--- src/rtl/mdu_pkg.sv ---
// Shared definitions for the RV32M multiply/divide sequencer.
// Latency: not applicable (types and constants only).
// Backpressure: not applicable.
package mdu_pkg;

    localparam int XLEN = 32;

    typedef enum logic [2:0] {
        MDU_MUL    = 3'b000,
        MDU_MULH   = 3'b001,
        MDU_MULHSU = 3'b010,
        MDU_MULHU  = 3'b011,
        MDU_DIV    = 3'b100,
        MDU_DIVU   = 3'b101,
        MDU_REM    = 3'b110,
        MDU_REMU   = 3'b111
    } mdu_op_e;

    typedef enum logic [1:0] {
        S_IDLE = 2'd0,
        S_CALC = 2'd1,
        S_FIX  = 2'd2,
        S_DONE = 2'd3
    } mdu_state_e;

    localparam logic [XLEN-1:0] DIV0_Q       = {XLEN{1'b1}};
    localparam logic [XLEN-1:0] OVF_DIVIDEND = {1'b1, {(XLEN-1){1'b0}}};

    function automatic logic op_a_signed(mdu_op_e op);
        return (op == MDU_MUL) || (op == MDU_MULH) || (op == MDU_MULHSU) ||
               (op == MDU_DIV) || (op == MDU_REM);
    endfunction

    function automatic logic op_b_signed(mdu_op_e op);
        return (op == MDU_MUL) || (op == MDU_MULH) ||
               (op == MDU_DIV) || (op == MDU_REM);
    endfunction

endpackage

--- src/rtl/mdu_seq_if.sv ---
// Pipeline-controller-to-MDU request/result bundle.
// Latency: none (wires only).
// Backpressure: the MDU raises stall until its result is ready.
interface mdu_seq_if #(parameter int XLEN = mdu_pkg::XLEN);
    logic            start;
    logic [2:0]      op;
    logic [XLEN-1:0] operand_a;
    logic [XLEN-1:0] operand_b;
    logic            flush;
    logic            busy;
    logic            done;
    logic [XLEN-1:0] result;
    logic            stall;

    modport master (
        output start, op, operand_a, operand_b, flush,
        input  busy, done, result, stall
    );

    modport slave (
        input  start, op, operand_a, operand_b, flush,
        output busy, done, result, stall
    );
endinterface

--- src/rtl/mdu_datapath.sv ---
// Radix-2 shift-add multiply / restoring divide on unsigned magnitudes.
// Latency: one iteration per step cycle; XLEN steps give the full result.
// Backpressure: none; the sequencer owns load/step timing.
module mdu_datapath
    import mdu_pkg::*;
#(
    parameter int XLEN = mdu_pkg::XLEN
) (
    input  logic              clk,
    input  logic              rst_n,
    input  logic              load,
    input  logic              step,
    input  logic              is_div,
    input  logic [XLEN-1:0]   a_mag,
    input  logic [XLEN-1:0]   b_mag,
    output logic [2*XLEN-1:0] acc
);

    logic [2*XLEN-1:0] acc_q;
    logic [XLEN-1:0]   opnd_q;
    logic              div_q;

    logic [XLEN:0]     sum;
    logic [XLEN:0]     rshift;
    logic [XLEN:0]     diff;
    logic [2*XLEN-1:0] mul_next;
    logic [2*XLEN-1:0] div_next;

    // Multiply: hi += multiplicand when the lsb of the multiplier is set, then shift right.
    assign sum      = {1'b0, acc_q[2*XLEN-1:XLEN]} +
                      {1'b0, (acc_q[0] ? opnd_q : {XLEN{1'b0}})};
    assign mul_next = {sum, acc_q[XLEN-1:1]};

    // Divide: hi holds the partial remainder, lo shifts the dividend out and quotient in.
    assign rshift   = {acc_q[2*XLEN-1:XLEN], acc_q[XLEN-1]};
    assign diff     = rshift - {1'b0, opnd_q};
    assign div_next = diff[XLEN] ? {rshift[XLEN-1:0], acc_q[XLEN-2:0], 1'b0}
                                 : {diff[XLEN-1:0],   acc_q[XLEN-2:0], 1'b1};

    always_ff @(posedge clk or negedge rst_n) begin
        if (!rst_n) begin
            acc_q  <= '0;
            opnd_q <= '0;
            div_q  <= 1'b0;
        end else if (load) begin
            div_q  <= is_div;
            opnd_q <= is_div ? b_mag : a_mag;
            acc_q  <= {{XLEN{1'b0}}, (is_div ? a_mag : b_mag)};
        end else if (step) begin
            acc_q  <= div_q ? div_next : mul_next;
        end
    end

    assign acc = acc_q;

endmodule

--- src/rtl/mdu_seq.sv ---
// RV32M multiply/divide sequencer: FSM, special cases and sign fix-up.
// Latency: 34 cycles start-to-done; 1 cycle for divide-by-zero/overflow.
// Backpressure: stall holds the pipeline; start is only taken in IDLE.
module mdu_seq
    import mdu_pkg::*;
#(
    parameter int XLEN = mdu_pkg::XLEN
) (
    input  logic     clk,
    input  logic     rst_n,
    mdu_seq_if.slave bus
);

    localparam int CNT_W = $clog2(XLEN);

    mdu_state_e        state;
    logic [CNT_W-1:0]  count;
    mdu_op_e           op_q;
    logic              neg_q;
    logic              neg_r;
    logic [XLEN-1:0]   result_q;
    logic              done_q;
    logic              busy_q;

    mdu_op_e           op_in;
    logic              a_neg;
    logic              b_neg;
    logic [XLEN-1:0]   a_mag;
    logic [XLEN-1:0]   b_mag;
    logic              div_zero;
    logic              div_ovf;
    logic              special;
    logic [XLEN-1:0]   special_res;
    logic              accept;
    logic [2*XLEN-1:0] acc;
    logic [2*XLEN-1:0] prod;
    logic [XLEN-1:0]   quo;
    logic [XLEN-1:0]   rem;
    logic [XLEN-1:0]   fix_res;

    assign op_in  = mdu_op_e'(bus.op);
    assign a_neg  = op_a_signed(op_in) & bus.operand_a[XLEN-1];
    assign b_neg  = op_b_signed(op_in) & bus.operand_b[XLEN-1];
    assign a_mag  = a_neg ? -bus.operand_a : bus.operand_a;
    assign b_mag  = b_neg ? -bus.operand_b : bus.operand_b;

    assign div_zero = bus.op[2] && (bus.operand_b == '0);
    assign div_ovf  = ((op_in == MDU_DIV) || (op_in == MDU_REM)) &&
                      (bus.operand_a == OVF_DIVIDEND) && (bus.operand_b == DIV0_Q);
    assign special  = div_zero | div_ovf;

    // op[1] separates rem/remu from div/divu within the divide group.
    always_comb begin
        special_res = '0;
        if (div_zero)
            special_res = bus.op[1] ? bus.operand_a : DIV0_Q;
        else if (div_ovf)
            special_res = bus.op[1] ? '0 : OVF_DIVIDEND;
    end

    assign accept = (state == S_IDLE) && bus.start && !bus.flush;

    mdu_datapath #(.XLEN(XLEN)) u_datapath (
        .clk    (clk),
        .rst_n  (rst_n),
        .load   (accept && !special),
        .step   (state == S_CALC),
        .is_div (bus.op[2]),
        .a_mag  (a_mag),
        .b_mag  (b_mag),
        .acc    (acc)
    );

    // Products are negated as a full double word so mulh* sees the borrow.
    assign prod = neg_q ? -acc : acc;
    assign quo  = neg_q ? -acc[XLEN-1:0] : acc[XLEN-1:0];
    assign rem  = neg_r ? -acc[2*XLEN-1:XLEN] : acc[2*XLEN-1:XLEN];

    always_comb begin
        fix_res = '0;
        case (op_q)
            MDU_MUL:                      fix_res = prod[XLEN-1:0];
            MDU_MULH, MDU_MULHSU,
            MDU_MULHU:                    fix_res = prod[2*XLEN-1:XLEN];
            MDU_DIV, MDU_DIVU:            fix_res = quo;
            MDU_REM, MDU_REMU:            fix_res = rem;
            default:                      fix_res = '0;
        endcase
    end

    always_ff @(posedge clk or negedge rst_n) begin
        if (!rst_n) begin
            state    <= S_IDLE;
            count    <= '0;
            op_q     <= MDU_MUL;
            neg_q    <= 1'b0;
            neg_r    <= 1'b0;
            result_q <= '0;
            done_q   <= 1'b0;
            busy_q   <= 1'b0;
        end else if (bus.flush) begin
            state  <= S_IDLE;
            count  <= '0;
            done_q <= 1'b0;
            busy_q <= 1'b0;
        end else begin
            case (state)
                S_IDLE: begin
                    done_q <= 1'b0;
                    if (bus.start) begin
                        if (special) begin
                            result_q <= special_res;
                            done_q   <= 1'b1;
                            state    <= S_DONE;
                        end else begin
                            op_q   <= op_in;
                            neg_q  <= a_neg ^ b_neg;
                            neg_r  <= a_neg;
                            count  <= '0;
                            busy_q <= 1'b1;
                            state  <= S_CALC;
                        end
                    end
                end
                S_CALC: begin
                    count <= count + 1'b1;
                    if (count == CNT_W'(XLEN-1))
                        state <= S_FIX;
                end
                S_FIX: begin
                    result_q <= fix_res;
                    busy_q   <= 1'b0;
                    done_q   <= 1'b1;
                    state    <= S_DONE;
                end
                S_DONE: begin
                    done_q <= 1'b0;
                    state  <= S_IDLE;
                end
                default: state <= S_IDLE;
            endcase
        end
    end

    assign bus.busy   = busy_q;
    assign bus.done   = done_q;
    assign bus.result = result_q;
    assign bus.stall  = accept || (state == S_CALC) || (state == S_FIX);

endmodule

--- src/flat_wrapper.sv ---
// flat-port wrapper written by rule: the top's interface ports become plain ports
module mdu_seq_flat import mdu_pkg::*;
#(
    parameter int XLEN = mdu_pkg::XLEN
)
  (clk, rst_n, bus_start, bus_op, bus_operand_a, bus_operand_b, bus_flush, bus_busy, bus_done, bus_result, bus_stall);
  mdu_seq_if #(.XLEN(XLEN)) bus_i ();
  input  logic clk;
  input  logic rst_n;
  input wire logic [$bits(bus_i.start)-1:0] bus_start;
  input wire logic [$bits(bus_i.op)-1:0] bus_op;
  input wire logic [$bits(bus_i.operand_a)-1:0] bus_operand_a;
  input wire logic [$bits(bus_i.operand_b)-1:0] bus_operand_b;
  input wire logic [$bits(bus_i.flush)-1:0] bus_flush;
  output wire logic [$bits(bus_i.busy)-1:0] bus_busy;
  output wire logic [$bits(bus_i.done)-1:0] bus_done;
  output wire logic [$bits(bus_i.result)-1:0] bus_result;
  output wire logic [$bits(bus_i.stall)-1:0] bus_stall;
  assign bus_i.start = bus_start;
  assign bus_i.op = bus_op;
  assign bus_i.operand_a = bus_operand_a;
  assign bus_i.operand_b = bus_operand_b;
  assign bus_i.flush = bus_flush;
  assign bus_busy = bus_i.busy;
  assign bus_done = bus_i.done;
  assign bus_result = bus_i.result;
  assign bus_stall = bus_i.stall;
  mdu_seq #(.XLEN(XLEN)) u_core (.clk(clk), .rst_n(rst_n), .bus(bus_i));
endmodule
--- config.mk ---
export PLATFORM = sky130hd
export DESIGN_NAME = mdu_seq_flat
export DESIGN_NICKNAME = d
export VERILOG_FILES = /design/src/rtl/mdu_pkg.sv /design/src/rtl/mdu_seq_if.sv /design/src/rtl/mdu_datapath.sv /design/src/rtl/mdu_seq.sv /design/src/flat_wrapper.sv
export SDC_FILE = /design/constraint.sdc
export NUM_CORES = 1
export LEC_CHECK = 0
export CAP_MARGIN = 20
export CELL_PAD_IN_SITES_DETAIL_PLACEMENT = 1
export CELL_PAD_IN_SITES_GLOBAL_PLACEMENT = 1
export CORE_UTILIZATION = 34
export CTS_CLUSTER_DIAMETER = 50
export CTS_CLUSTER_SIZE = 25
export DETAILED_ROUTE_END_ITERATION = 10
export GPL_TIMING_DRIVEN = 0
export MAX_ROUTING_LAYER = met4
export PLACE_DENSITY = 0.65
export SYNTH_ARGS = -nofsm -noshare
export SYNTH_HDL_FRONTEND = slang
export SYNTH_SLANG_ARGS = --single-unit
--- constraint.sdc ---
create_clock -name clk -period 10.75 [get_ports clk]
set_input_delay 1.6125 -clock clk [delete_from_list [all_inputs] [get_ports clk]]
set_output_delay 1.6125 -clock clk [all_outputs]
set_load 0.05 [all_outputs]
**Yosys cells after proc, flatten, opt, wreduce, memory -nomap -nowiden**

Cells that the tools add are included.

- Register bits after elaboration: 143
- Output and inout port bits: 35
- Word-level logic and storage cells: 118

- Add/sub/neg operators: 8
- Equal/unequal tests: 22
- Muxes and demuxes: 37
- Bitwise operators: 6
- Reduce and logical (&&, ||, !) cells: 34

Operator list:

| operator | number |
|---|---|
| 32-bit two-way mux | 13 |
| 64-bit two-way mux | 5 |
| 32-bit negator | 4 |
| 32-bit one-hot mux with 4 select lines | 1 |
| 32-bit == test, second input constant | 2 |
| 64-bit negator | 1 |
| 32-bit one-hot mux with 2 select lines | 1 |
| 32-bit by 32-bit adder with 33-bit output | 1 |
| 33-bit by 32-bit subtractor with 33-bit output | 1 |
| 32-bit zero test | 1 |
| 3-bit == test, second input constant | 6 |
| 5-bit two-way mux | 3 |
| 5-bit one-hot mux with 2 select lines | 1 |
| 3-bit by 2-bit == test with 1-bit output, second input constant | 3 |
| 1-bit logical OR | 9 |
| 2-bit two-way mux | 4 |
| 2-bit one-hot mux with 4 select lines | 1 |
| 4-bit AND reduction | 2 |
| 3-bit by 1-bit == test with 1-bit output, second input constant | 2 |
| 1-bit logical AND | 6 |
| 3-bit zero test | 2 |
| 1-bit two-way mux | 6 |
| 3-bit inequality test, second input constant | 2 |
| 3-bit AND reduction | 2 |
| other kinds (21) | 28 |

**Longest topological paths before layout**

Gate-level depths: netlist of run 1.

- Depth in word-level cells: 9
- Gate-level depth with buffers: 16
- Gate-level depth less buffers: 14

**By module**

From an unflattened synthesis of run 1, not the netlist that was laid out.

- Cells, all modules: 2125
- Area, all modules: 16002.8 um^2

Modules (own cells, without submodules):

| module | times used | cells each | area each (um^2) |
|---|---|---|---|
| mdu_datapath | 1 | 1137 | 9080.0 |
| mdu_seq | 1 | 988 | 6922.9 |

**Worst setup path after synthesis of run 1**

OpenSTA, ideal clock, no wires.

- Path kind: input-to-reg
- From: input port bus_operand_b[2]
- To: register u_core.count[3]
- Arrival: 4095 ps
- Required time: 10623 ps
- Setup slack: 6527 ps
- Cell stages on the path: 10
- Buffers on the path: 0
- Cells stage by stage: or3_1 > or3b_1 > nor4_2 > nand4_1 > nor2_2 > nor2_1 > a31oi_1 > nor3_1 > a21oi_1 > o21ai_0

- Longest elaborated chain between the ends: 5
- Elaborated cells between the ends (all ways): 7
- Classes of those cells: eq/ne (2); bitwise (1); reduce/logical (4)

Ends and longest elaborated chain:

| item | line | RTL |
|---|---|---|
| from (decl) | flat_wrapper.sv:13 | `input wire logic [$bits(bus_i.operand_b)-1:0] bus_operand_b;` |
| 32-bit == test or 32-bit zero test (tied branches) | mdu_seq.sv:49, mdu_seq.sv:47 |  |
| 1-bit logical AND, on equally long branches | mdu_seq.sv:49, mdu_seq.sv:47 |  |
| 1-bit bitwise OR * | mdu_seq.sv:50 | `assign special = div_zero \| div_ovf;` |
| 3-bit inequality test (no line) * | n/a |  |
| 3-bit AND reduction (no line) * | n/a |  |
| to (signal assigned) | mdu_seq.sv:126 | `count <= count + 1'b1;` |
| to (decl) | mdu_seq.sv:17 | `logic [CNT_W-1:0] count;` |

Mark *: on every way between the ends. The rest lies on a longest branch, timed or not.
A chain may end at the register's enable or synchronous reset.

**Worst setup path after layout of run 1**

- From: register u_core.u_datapath.acc_q[31] (netlist: u_core.u_datapath.acc[31])
- To: register u_core.u_datapath.acc_q[58] (netlist: u_core.u_datapath.acc[58])

- Longest elaborated chain between the ends: 5

Ends and longest elaborated chain:

| item | line | RTL |
|---|---|---|
| from (decl) | mdu_datapath.sv:19 | `logic [2*XLEN-1:0] acc_q;` |
| from (signal assigned) | mdu_datapath.sv:48 | `acc_q <= {{XLEN{1'b0}}, (is_div ? a_mag : b_mag)};` |
| from (signal assigned) | mdu_datapath.sv:50 | `acc_q <= div_q ? div_next : mul_next;` |
| 33-bit by 32-bit subtractor with 33-bit output | mdu_datapath.sv:36 | `assign diff = rshift - {1'b0, opnd_q};` |
| 64-bit two-way mux | mdu_datapath.sv:37 | `assign div_next = diff[XLEN] ? {rshift[XLEN-1:0], acc_q[XLEN-2:0], 1'b0}` |
| 64-bit two-way mux | mdu_datapath.sv:50 |  |
| 64-bit two-way mux | mdu_datapath.sv:49 | `end else if (step) begin` |
| 64-bit two-way mux | mdu_datapath.sv:45 | `end else if (load) begin` |

No other way between the ends. The select of a mux whose other input is x is not followed.

==> summary.txt, run 1 <==
GRT
  – Initial antenna violation count: 2
  – Global-route wire length before repair: 111500 µm
  – Largest net degree at the start of global routing: 87
  – Gr ovfl total: 0
  – Number of global-route vias before repair: 16960
  – GR Util All Layers: 34.71%

Clock tree
  – Setup bufs post-CTS: 0
  – TritonCTS clock tree: built
  – Clock Tree Buf Depth: 2
  – Skew-Pair Late Insertion Delay: 0.47 ns
  – Clock-pin slew on the worst setup and hold paths: 0.08 ns
  – # hold bufs at CTS: 0
  – CTS resizes: 0
  – CTS H-tree depth: 4
  – TritonCTS buffer count: 17
  – CTS Root Cell: clkbuf_16
  – # clock sinks: 143

Placement
  – DP Worst Slack: 4.500 ns
  – Gpl congestion: 1.004
  – Hpwl dp: 61650 µm
  – Buffers on Ports: 104

Logic synthesis
  – Synth top area share: 23.60%
  – Register bit total from synthesis: 143
  – Number of synthesized flops with an enable pin: 0
  – Yosys cell types: 73
  – Count leader, synth: o21ai_0
  – Sequential share of the synthesized area: 23.60%
  – Syn nets: 2247
  – Syn Area/Cell: 7.225 µm²
  – Synth area leader: dfrtp_1
  – Synth Instances: 2099
  – Most frequent cells after synthesis: o21ai_0 (287), nand2_1 (248), a21oi_1 (191)
  – Primary FF master, synth: dfrtp_1
  – Asr flop ratio synth: 100.0%
  – Post-Syn Area: 0.01516 mm²
  – Synth top area cells: dfrtp_1 (24%), o21ai_0 (9.5%), xnor2_1 (6.7%)
  – Syn. warnings: 0

Power and ir drop
  – Power Density: 378.8 mW/mm²
  – Max VDD drop: 0.1469 mV
  – LEAKAGE: 6.898 nW

Finish
  – FF/Latch Area: 0.003578 mm²
  – Multi-input logic area: 0.01077 mm²
  – Proportion of layout cells with a drive suffix above 1: 3.573%
  – Fin nets: 2374
  – Number of fill cells: 5666
  – Layout area overhead: 16.12%

Drt
  – M1 WL: 34360 µm
  – DR top layer: met4
  – Drt first pass iters: 5
  – Met2 WL post-DR: 34630 µm
  – DRT Wirelength: 76260 µm
  – Via count: 17120
  – Wire per inst: 26.93 µm
  – Final antenna-violating net count: 0
  – Via density: 6.043
  – Number of remaining DRC errors: 0
  – Drt initial violations: 1367
  – Met3 WL post-DR: 4468 µm

Run status
  – Status: completed

STA
  – # setup viols final: 0
  – Max Freq: 0.1662 GHz
  – Setup Skew: 0.01205 ns
  – Worst slew pin tran: 1.021 ns
  – Slew Limit Fails: 0
  – Crit share post-route: 55.96%
  – Fin worst setup slack: 4.734 ns
  – Unrepaired setup endpoints after global routing: false
  – Final Hold Violating Endpoints: 0
  – Fin Hold WS: 0.4868 ns
  – Setup TNS: 0 ns
  – Minimum clock period after layout: 6.016 ns
  – Rel. slew slack: 31.31%

Floorplanning
  – Core area: 0.04412 mm²
  – FP Rows: 77
  – Full die area: 0.04545 mm²
  – Io pins: 106
  – Initial core utilization: 34.37%
  – Width of the die: 213.2 µm
  – Die Ht: 213.2 µm

Setup path
  – Worst Setup End Kind: register
  – Worst r2r src: u_core.u_datapath.acc[31]
  – Worst reg-to-reg setup slack: 4.73 ns
  – WP data required: 11.07 ns
  – Type of the worst setup path: register to register
  – Worst reg2reg endpoint: u_core.u_datapath.acc[58]
  – Path depth of the worst reg2reg path: 16
  – CP Launch Type: register
  – Crit Path Max Fanout: 10
  – WP data arrival: 6.33 ns

Run
  – Max-cap viol count: 0

Hold path
  – Hold EP: u_core.bus.result[27]
  – Min-delay src: u_core.bus.result[27]
  – Min-Delay Path Depth: 2
  – Worst hold path type: register to register
==> state kept, by name, summed over array words and instances, names as in the netlist, 2 cells and up <==
signal                    flops
u_core.u_datapath.acc        64
u_core.bus.result            32
u_core.u_datapath.opnd_q     32
u_core.count                  5
u_core.op_q                   3
u_core.state                  2
==> where the power goes <==
group / total, mW / internal [mW] / switching [mW]
logic: 4.88 / 1.69 / 3.20
registers: 1.15 / 0.783 / 0.371
clock network: 0.635 / 0.316 / 0.319
==> critical path, stage by stage (launching register included) <==
cell	delay [ns]
dfrtp_1	0.33
clkbuf_1	0.50
inv_1	0.21
ha_1	0.28
fa_1	0.41
nand2b_1	0.21
a21oi_1	0.20
o21ai_0	0.27
o21ai_0	0.37
nand2_1	0.28
o31ai_1	0.41
xor2_1	0.62
buf_2	0.50
clkbuf_1	0.58
nor2_1	0.20
a222oi_1	0.35
a21oi_1	0.12
==> metrics by stage <==
step	utilization, %	instances	cell area (µm²)	total power, mW
after floorplan	-	2099	15160	4.234
after global placement	38.41	2795	16950	5.822
after detailed placement	38.50	2798	16990	5.904
after CTS	39.89	2830	17600	6.573
after global routing	39.90	2831	17610	7.089
final	39.91	2832	17610	6.670
==> worst max-delay path by stage <==
stage	start	endpoint	slack [ns]
after floorplan	bus_operand_b[2]	u_core.count[3]	6.53
after global placement	rst_n	u_core.u_datapath.opnd_q[12]	1.76
after detailed placement	bus_operand_b[2]	u_core.u_datapath.acc[35]	4.50
after CTS	u_core.u_datapath.acc[31]	u_core.u_datapath.acc[56]	4.93
after global routing	u_core.u_datapath.acc[31]	u_core.u_datapath.acc[58]	4.62
final	u_core.u_datapath.acc[31]	u_core.u_datapath.acc[58]	4.73
==> logic make-up (layout without fill, tap and decap cells) <==
group / count (synthesis) / in the layout / share of synthesized area [%]
other: 0 / 1 / 0
xor gates and xnor gates: 185 / 185 / 10.68
adders and majority gates: 77 / 77 / 6.452
AOI/OAI and AO/OA: 738 / 738 / 29.02
muxes: 64 / 64 / 4.356
and+or+nand+nor: 677 / 677 / 20.50
DFF: 143 / 143 / 23.60
buffers and inverters: 215 / 355 / 5.388
==> final cells by class <==
class	instances	share of cell area (%)
multi-input cells	1741	61.16
flip-flops and latches	143	20.32
repair buffers	108	6.174
well taps	592	4.206
plain buffers	140	3.041
clock buffers	17	2.416
inverters	75	1.599
clock inverters	15	1.073
diodes	1	0.01421
==> metal layers <==
metal | vias up | track usage, %
met1 | 8566 | 46.09
met5 | - | -
met4 | 0 | 13.00
met2 | 634 | 54.11
li1 | 7791 | -
met3 | 124 | 3.927
==> placed cells by master (no fill, tap or decap), drive strengths merged, types with 34 or more instances in the layout <==
cell           count
a21oi            192
clkbuf           136
clkdlybuf4s50    103
dfrtp            143
ha                75
inv               80
mux2i             48
nand2            248
nand3             34
nor2             191
nor3              45
o211ai            45
o21ai            291
xnor2            116
xor2              69
Note: power is estimated with default switching activity, not from simulation.
==> run 2, diff against run 1 <==
clock period = 5.93 ns   (was 10.75 ns; I/O delays follow)
==> run 2 against run 1 <==
Combinational power grew 81%. Largest cell class unchanged. First-iteration DRC count is 10% lower. Via count fell by 0.11%. Sequential power grew 82%. Wire length is 0.14% higher. Critical path depth fell by 1. Register-to-register slack lost 4.6 ns. Worst hold slack worse by 0.10 ns. Clock power rose by 81%. Clock-buffer cell count unchanged.
==> summary.txt, run 2 (synthesis gave the netlist of run 1 again) <==
Run status
  – Status: completed

Placement
  – DP Worst Slack: 0.1540 ns (-4.346 ns)
  – Inst Count DP: 2798 (unchanged)
  – Gpl congestion: 1.004 (unchanged)
  – Hpwl dp: 61650 µm (unchanged)
  – Buffers on Ports: 104 (unchanged)

STA
  – # setup viols final: 0 (unchanged)
  – Setup TNS: 0 ns (unchanged)
  – Fin Hold WS: 0.3870 ns (-0.09985 ns)
  – Worst slew pin tran: 1.054 ns (+0.03351 ns)
  – Max Freq: 0.1738 GHz (+4.5%)
  – Slew Limit Fails: 0 (unchanged)
  – Fin worst setup slack: 0.1757 ns (-4.558 ns)
  – Minimum clock period after layout: 5.754 ns (-0.2616 ns)
  – Final Hold Violating Endpoints: 0 (unchanged)
  – Setup Skew: 0.01180 ns (-0.0002499 ns)
  – Unrepaired setup endpoints after global routing: false
  – Crit share post-route: 97.04% (+41 points)
  – Rel. slew slack: 29.10% (-2.2 points)

Setup path
  – CP Launch Type: register
  – Type of the worst setup path: register to register
  – Worst reg2reg endpoint: u_core.u_datapath.acc[55]
  – Path depth of the worst reg2reg path: 15 (-1)
  – WP data arrival: 6.11 ns (-0.22 ns)
  – Worst Setup End Kind: register
  – Worst r2r src: u_core.u_datapath.acc[31]
  – Crit Path Max Fanout: 10 (unchanged)
  – Worst reg-to-reg setup slack: 0.18 ns (-4.56 ns)
  – WP data required: 6.28 ns (-4.79 ns)

Finish
  – Fin nets: 2373 (-0.042%)
  – Post-Layout Cell Count: 2830 (-0.071%)
  – Number of fill cells: 5670 (+0.071%)
  – Commonest non-fill, non-tap cells in the layout: o21ai_0 (287), nand2_1 (248), a21oi_1 (191), nor2_1 (190), dfrtp_1 (143)
  – Leading cell type in the layout, fill and taps excluded: o21ai_0
  – FF/Latch Area: 0.003578 mm² (unchanged)
  – Core Util, Final: 39.90% (about the same)
  – Proportion of layout cells with a drive suffix above 1: 3.619% (+0.046 points)
  – Multi-input logic area: 0.01077 mm² (unchanged)
  – Max FFs per register: 64 (unchanged)
  – Antenna Cells: 0 (-1)
  – Layout area overhead: 16.09% (about the same)

Drt
  – Drt first pass iters: 6 (+1)
  – DRT Wirelength: 76370 µm (+0.14%)
  – Via density: 6.041 (about the same)
  – Drt initial violations: 1228 (-10%)
  – Final antenna-violating net count: 0 (unchanged)
  – Wire per inst: 26.98 µm (+0.21%)
  – Via count: 17100 (-0.11%)
  – Number of remaining DRC errors: 0 (unchanged)

Power and ir drop
  – LEAKAGE: 6.899 nW (about the same)
  – Max VDD drop: 0.2730 mV (+86%)
  – Power Density: 686.7 mW/mm² (+81%)

Floorplanning
  – Full die area: 0.04545 mm² (unchanged)
  – Die Ht: 213.2 µm (unchanged)
  – Io pins: 106 (unchanged)
  – Initial core utilization: 34.37% (unchanged)
  – FP Rows: 77 (unchanged)
  – Width of the die: 213.2 µm (unchanged)
  – Core area: 0.04412 mm² (unchanged)

GRT
  – Initial antenna violation count: 2 (unchanged)
  – Global-route wire length before repair: 111500 µm (about the same)
  – Number of global-route vias before repair: 16960 (+0.012%)
  – Largest net degree at the start of global routing: 87 (unchanged)
  – GR Util All Layers: 34.71% (unchanged)
  – Gr ovfl total: 0 (unchanged)

Clock tree
  – CTS H-tree depth: 4 (unchanged)
  – Skew-Pair Late Insertion Delay: 0.48 ns (about the same)
  – CTS Root Cell: clkbuf_16
  – # hold bufs at CTS: 0 (unchanged)
  – TritonCTS clock tree: built
  – Clock-pin slew on the worst setup and hold paths: 0.08 ns (about the same)
  – # clock sinks: 143 (unchanged)
  – Clock Tree Buf Depth: 2 (unchanged)
  – TritonCTS buffer count: 17 (unchanged)

Run
  – Max-cap viol count: 0 (unchanged)

Hold path
  – Worst hold path type: input port to asynchronous set/reset pin
==> run 2: worst max path at each step <==
stage | slack, ns | cells after the start | start | endpoint
after global placement | -2.34 | 1 | rst_n | u_core.u_datapath.opnd_q[12]
after floorplan | 2.16 | 15 | u_core.u_datapath.acc[31] | u_core.u_datapath.acc[52]
after detailed placement | 0.15 | 16 | u_core.u_datapath.acc[31] | u_core.u_datapath.acc[56]
final | 0.18 | 15 | u_core.u_datapath.acc[31] | u_core.u_datapath.acc[55]
after CTS | 0.11 | 16 | u_core.u_datapath.acc[31] | u_core.u_datapath.acc[56]
after global routing | 0.07 | 15 | u_core.u_datapath.acc[31] | u_core.u_datapath.acc[55]
==> run 2: where the power goes <==
group	leakage, nW	total (mW)	internal, mW	switching, mW
clock network	0.292	1.15	0.573	0.582
registers	1.79	2.09	1.42	0.672
logic	4.82	8.84	3.05	5.79
total	6.90	12.1	5.05	7.04
==> run 2: what timing repair did <==
item / in CTS / in global routing
buffers inserted: 0 / 0
resized for setup: 0 / 2
endpoints found under the setup margin: 0 / 10
==> run 2: layer usage <==
metal	track usage, %	vias up	routed length, µm
met1	46.09	8571	34290
li1	-	7797	-
met2	54.11	614	34830
met5	-	-	0
met4	13.00	0	2704
met3	3.927	114	4540
==> run 2: cell type report <==
| cell class | count | area share [%] |
|---|---|---|
| clock buffers | 17 | 2.416 |
| flip-flops and latches | 143 | 20.33 |
| inverters | 75 | 1.599 |
| multi-input cells | 1741 | 61.17 |
| plain buffers | 139 | 3.028 |
| repair buffers | 108 | 6.176 |
| clock inverters | 15 | 1.073 |
| well taps | 592 | 4.208 |
==> run 2: per-stage QoR <==
stage               total power, mW  cell area [µm²]
CTS                           11.92            17600
detailed placement            10.70            16990
floorplan                     7.676            15160
global route                  12.85            17600
finish                        12.09            17600
global placement              10.55            16950
==> run 2: worst max-delay path: stages (launching register included) <==
cell      delay (ns)
dfrtp_1         0.33
clkbuf_1        0.48
inv_1           0.20
ha_1            0.28
fa_1            0.41
nand2b_1        0.21
a21oi_1         0.20
o21ai_0         0.27
o21ai_0         0.37
nand2_1         0.28
o31ai_1         0.43
xor2_1          0.64
clkbuf_2        0.46
clkbuf_1        0.58
a21oi_1         0.17
a211oi_1        0.30
==> run 3, diff against run 2 <==
CELL_PAD_IN_SITES_DETAIL_PLACEMENT = unset   (was 1)
CELL_PAD_IN_SITES_GLOBAL_PLACEMENT = unset   (was 1)
PLACE_DENSITY = 0.51   (was 0.65)
SLEW_MARGIN = 10   (was unset)
==> run 3 against run 2 <==
Critical path depth is 1 higher. Combinational power hardly changed. Clock-buffer cell count is 1 higher. Clock skew is 0.0017 ns higher. Via count is 0.38% lower. Design area hardly changed. Flip-flop and latch count stayed put. Global-route usage is 1.2 points lower. Non-clock buffer count is 1 higher. Sequential share of layout area hardly changed.
==> summary.txt, run 3 (synthesis gave the netlist of run 1 again) <==
Run status
  – Status: completed

Drt
  – Via density: 6.018 (-0.38%)
  – Via count: 17030 (-0.38%)
  – Number of remaining DRC errors: 0 (unchanged)
  – Wire per inst: 26.12 µm (-3.2%)
  – Drt initial violations: 1837 (+50%)
  – Drt first pass iters: 8 (+2)
  – DRT Wirelength: 73920 µm (-3.2%)
  – Final antenna-violating net count: 0 (unchanged)

Floorplanning
  – Full die area: 0.04545 mm² (unchanged)
  – FP Rows: 77 (unchanged)
  – Die Ht: 213.2 µm (unchanged)
  – Initial core utilization: 34.37% (unchanged)
  – Core area: 0.04412 mm² (unchanged)
  – Io pins: 106 (unchanged)
  – Width of the die: 213.2 µm (unchanged)

STA
  – Worst slew pin tran: 1.084 ns (+0.02981 ns)
  – Max Freq: 0.1821 GHz (+4.8%)
  – Minimum clock period after layout: 5.493 ns (-0.2616 ns)
  – Fin worst setup slack: 0.4373 ns (+0.2616 ns)
  – Rel. slew slack: 27.10% (-2.0 points)
  – Slew Limit Fails: 0 (unchanged)
  – # setup viols final: 0 (unchanged)
  – Fin Hold WS: 0.3200 ns (-0.06695 ns)
  – Setup Skew: 0.01346 ns (+0.001659 ns)
  – Final Hold Violating Endpoints: 0 (unchanged)
  – Crit share post-route: 92.63% (-4.4 points)
  – Unrepaired setup endpoints after global routing: false

GRT
  – Most used routing layer: met2
  – Number of global-route vias before repair: 15760 (-7.1%)
  – Met2 usage: 51.74% (-2.4 points)
  – Initial antenna violation count: 0 (-2)
  – Global-route wire length before repair: 106800 µm (-4.2%)
  – GR Util All Layers: 33.55% (-1.2 points)
  – Met1 usage: 45.08% (-1.0 points)
  – Gr ovfl total: 0 (unchanged)
  – Largest net degree at the start of global routing: 98 (+13%)
  – GR Layer Usage met3: 4.574% (+0.65 points)

Clock tree
  – Skew-Pair Late Insertion Delay: 0.48 ns (about the same)
  – # hold bufs at CTS: 0 (unchanged)
  – TritonCTS buffer count: 17 (unchanged)
  – TritonCTS clock tree: built
  – CTS H-tree depth: 4 (unchanged)
  – CTS Root Cell: clkbuf_16
  – # clock sinks: 143 (unchanged)
  – Clock Tree Buf Depth: 2 (unchanged)
  – Clock-pin slew on the worst setup and hold paths: 0.07 ns (about the same)

Power and ir drop
  – LEAKAGE: 6.892 nW (-0.10%)
  – Max VDD drop: 0.2414 mV (-12%)
  – Power Density: 684.0 mW/mm² (-0.40%)

Setup path
  – Type of the worst setup path: register to register
  – WP data arrival: 5.80 ns (-0.31 ns)
  – Largest delay share family, worst path: compound AO/OA/AOI/OAI gates
  – Crit Path Max Fanout: 10 (unchanged)
  – CP Launch Type: register
  – WP data required: 6.24 ns (-0.04 ns)
  – Worst Setup End Kind: register
  – Slowest CP cell: o31ai_1
  – Crit path largest cell delay: 0.51 ns (-0.13 ns)
  – CP cell instances: clkbuf_1, inv_1, ha_1, fa_1, nand2b_1, a21oi_1, o21ai_0, o21ai_0, nand2_1, o31ai_1, xor2_2, buf_2, clkbuf_2, nor2_1, a222oi_1, a21oi_1
  – WP buf/inv: 4 (unchanged)

Finish
  – Antenna Cells: 0 (unchanged)
  – Leading cell type in the layout, fill and taps excluded: o21ai_0
  – Proportion of layout cells with a drive suffix above 1: 3.619% (unchanged)
  – Layout area overhead: 15.97% (about the same)
  – Max FFs per register: 64 (unchanged)
  – Fin nets: 2374 (+0.042%)
  – Commonest non-fill, non-tap cells in the layout: o21ai_0 (287), nand2_1 (248), a21oi_1 (191), nor2_1 (190), dfrtp_1 (143)

Placement
  – Buffers on Ports: 104 (unchanged)
  – DP Worst Slack: 0.1225 ns (-0.03145 ns)
  – Hpwl dp: 59240 µm (-3.9%)
  – Gpl congestion: 0.9945 (-0.95%)

Hold path
  – Worst hold path type: input port to asynchronous set/reset pin

Run
  – Max-cap viol count: 0 (unchanged)
run 3: layout make-up:
cell class / count / area, µm²
multi-input combinational: 1741 / 10780
tap: 592 / 740.7
fill: 4767 / 26540
inverter: 75 / 281.5
timing repair buffer: 108 / 1094
clock buffer: 18 / 439.2
sequential: 143 / 3578
clock inverter: 13 / 138.9
buffer: 140 / 538.0
run 3: repair_timing:
item / 4_1_cts / 5_1_grt
setup buffers: 0 / 0
resized for setup: 0 / 5
setup endpoints to repair: 0 / 15
run 3: power breakdown:
group,switching [mW],internal [mW],leakage (nW)
registers,0.668,1.42,1.79
logic,5.76,3.06,4.82
clock network,0.520,0.601,0.283
total,6.95,5.08,6.89
run 3: worst paths after layout:
check | cells past startpoint | startpoint | end | slack, ns
min in group clk | 1 | u_core.bus.result[5] | u_core.bus.result[5] | 0.48
worst max register to register | 16 | u_core.u_datapath.acc[31] | u_core.u_datapath.acc[58] | 0.44
worst max-delay path | 16 | u_core.u_datapath.acc[31] | u_core.u_datapath.acc[58] | 0.44
worst min register to register | 1 | u_core.bus.result[5] | u_core.bus.result[5] | 0.48
max in group asynchronous | 2 | rst_n | u_core.u_datapath.opnd_q[12] | 4.74
worst min-delay path | 1 | rst_n | u_core.bus.done | 0.32
run 3: through the flow:
step / setup TNS (ns) / power (mW) / instances / utilization, % / instance area (µm²)
2_1_floorplan: 0 / 7.676 / 2099 / - / 15160
3_3_place_gp: -332.07 / 10.58 / 2795 / 38.41 / 16950
3_5_place_dp: 0 / 10.61 / 2799 / 38.52 / 17000
4_1_cts: 0 / 11.79 / 2830 / 39.83 / 17580
5_1_grt: 0 / 12.77 / 2830 / 39.86 / 17590
6_report: 0 / 12.03 / 2830 / 39.86 / 17590
run 3: layer usage:
layer	part of all wire, %	vias to the layer above
met1	44	8329
met2	46	798
li1	-	7821
met4	2.9	0
met3	7.7	83
met5	0	-
run 3: worst register-to-register path: stages (launching register included):
cell	delay, ns
dfrtp_1	0.32
clkbuf_1	0.46
inv_1	0.19
ha_1	0.27
fa_1	0.41
nand2b_1	0.20
a21oi_1	0.20
o21ai_0	0.25
o21ai_0	0.39
nand2_1	0.28
o31ai_1	0.51
xor2_2	0.39
buf_2	0.46
clkbuf_2	0.40
nor2_1	0.16
a222oi_1	0.32
a21oi_1	0.11
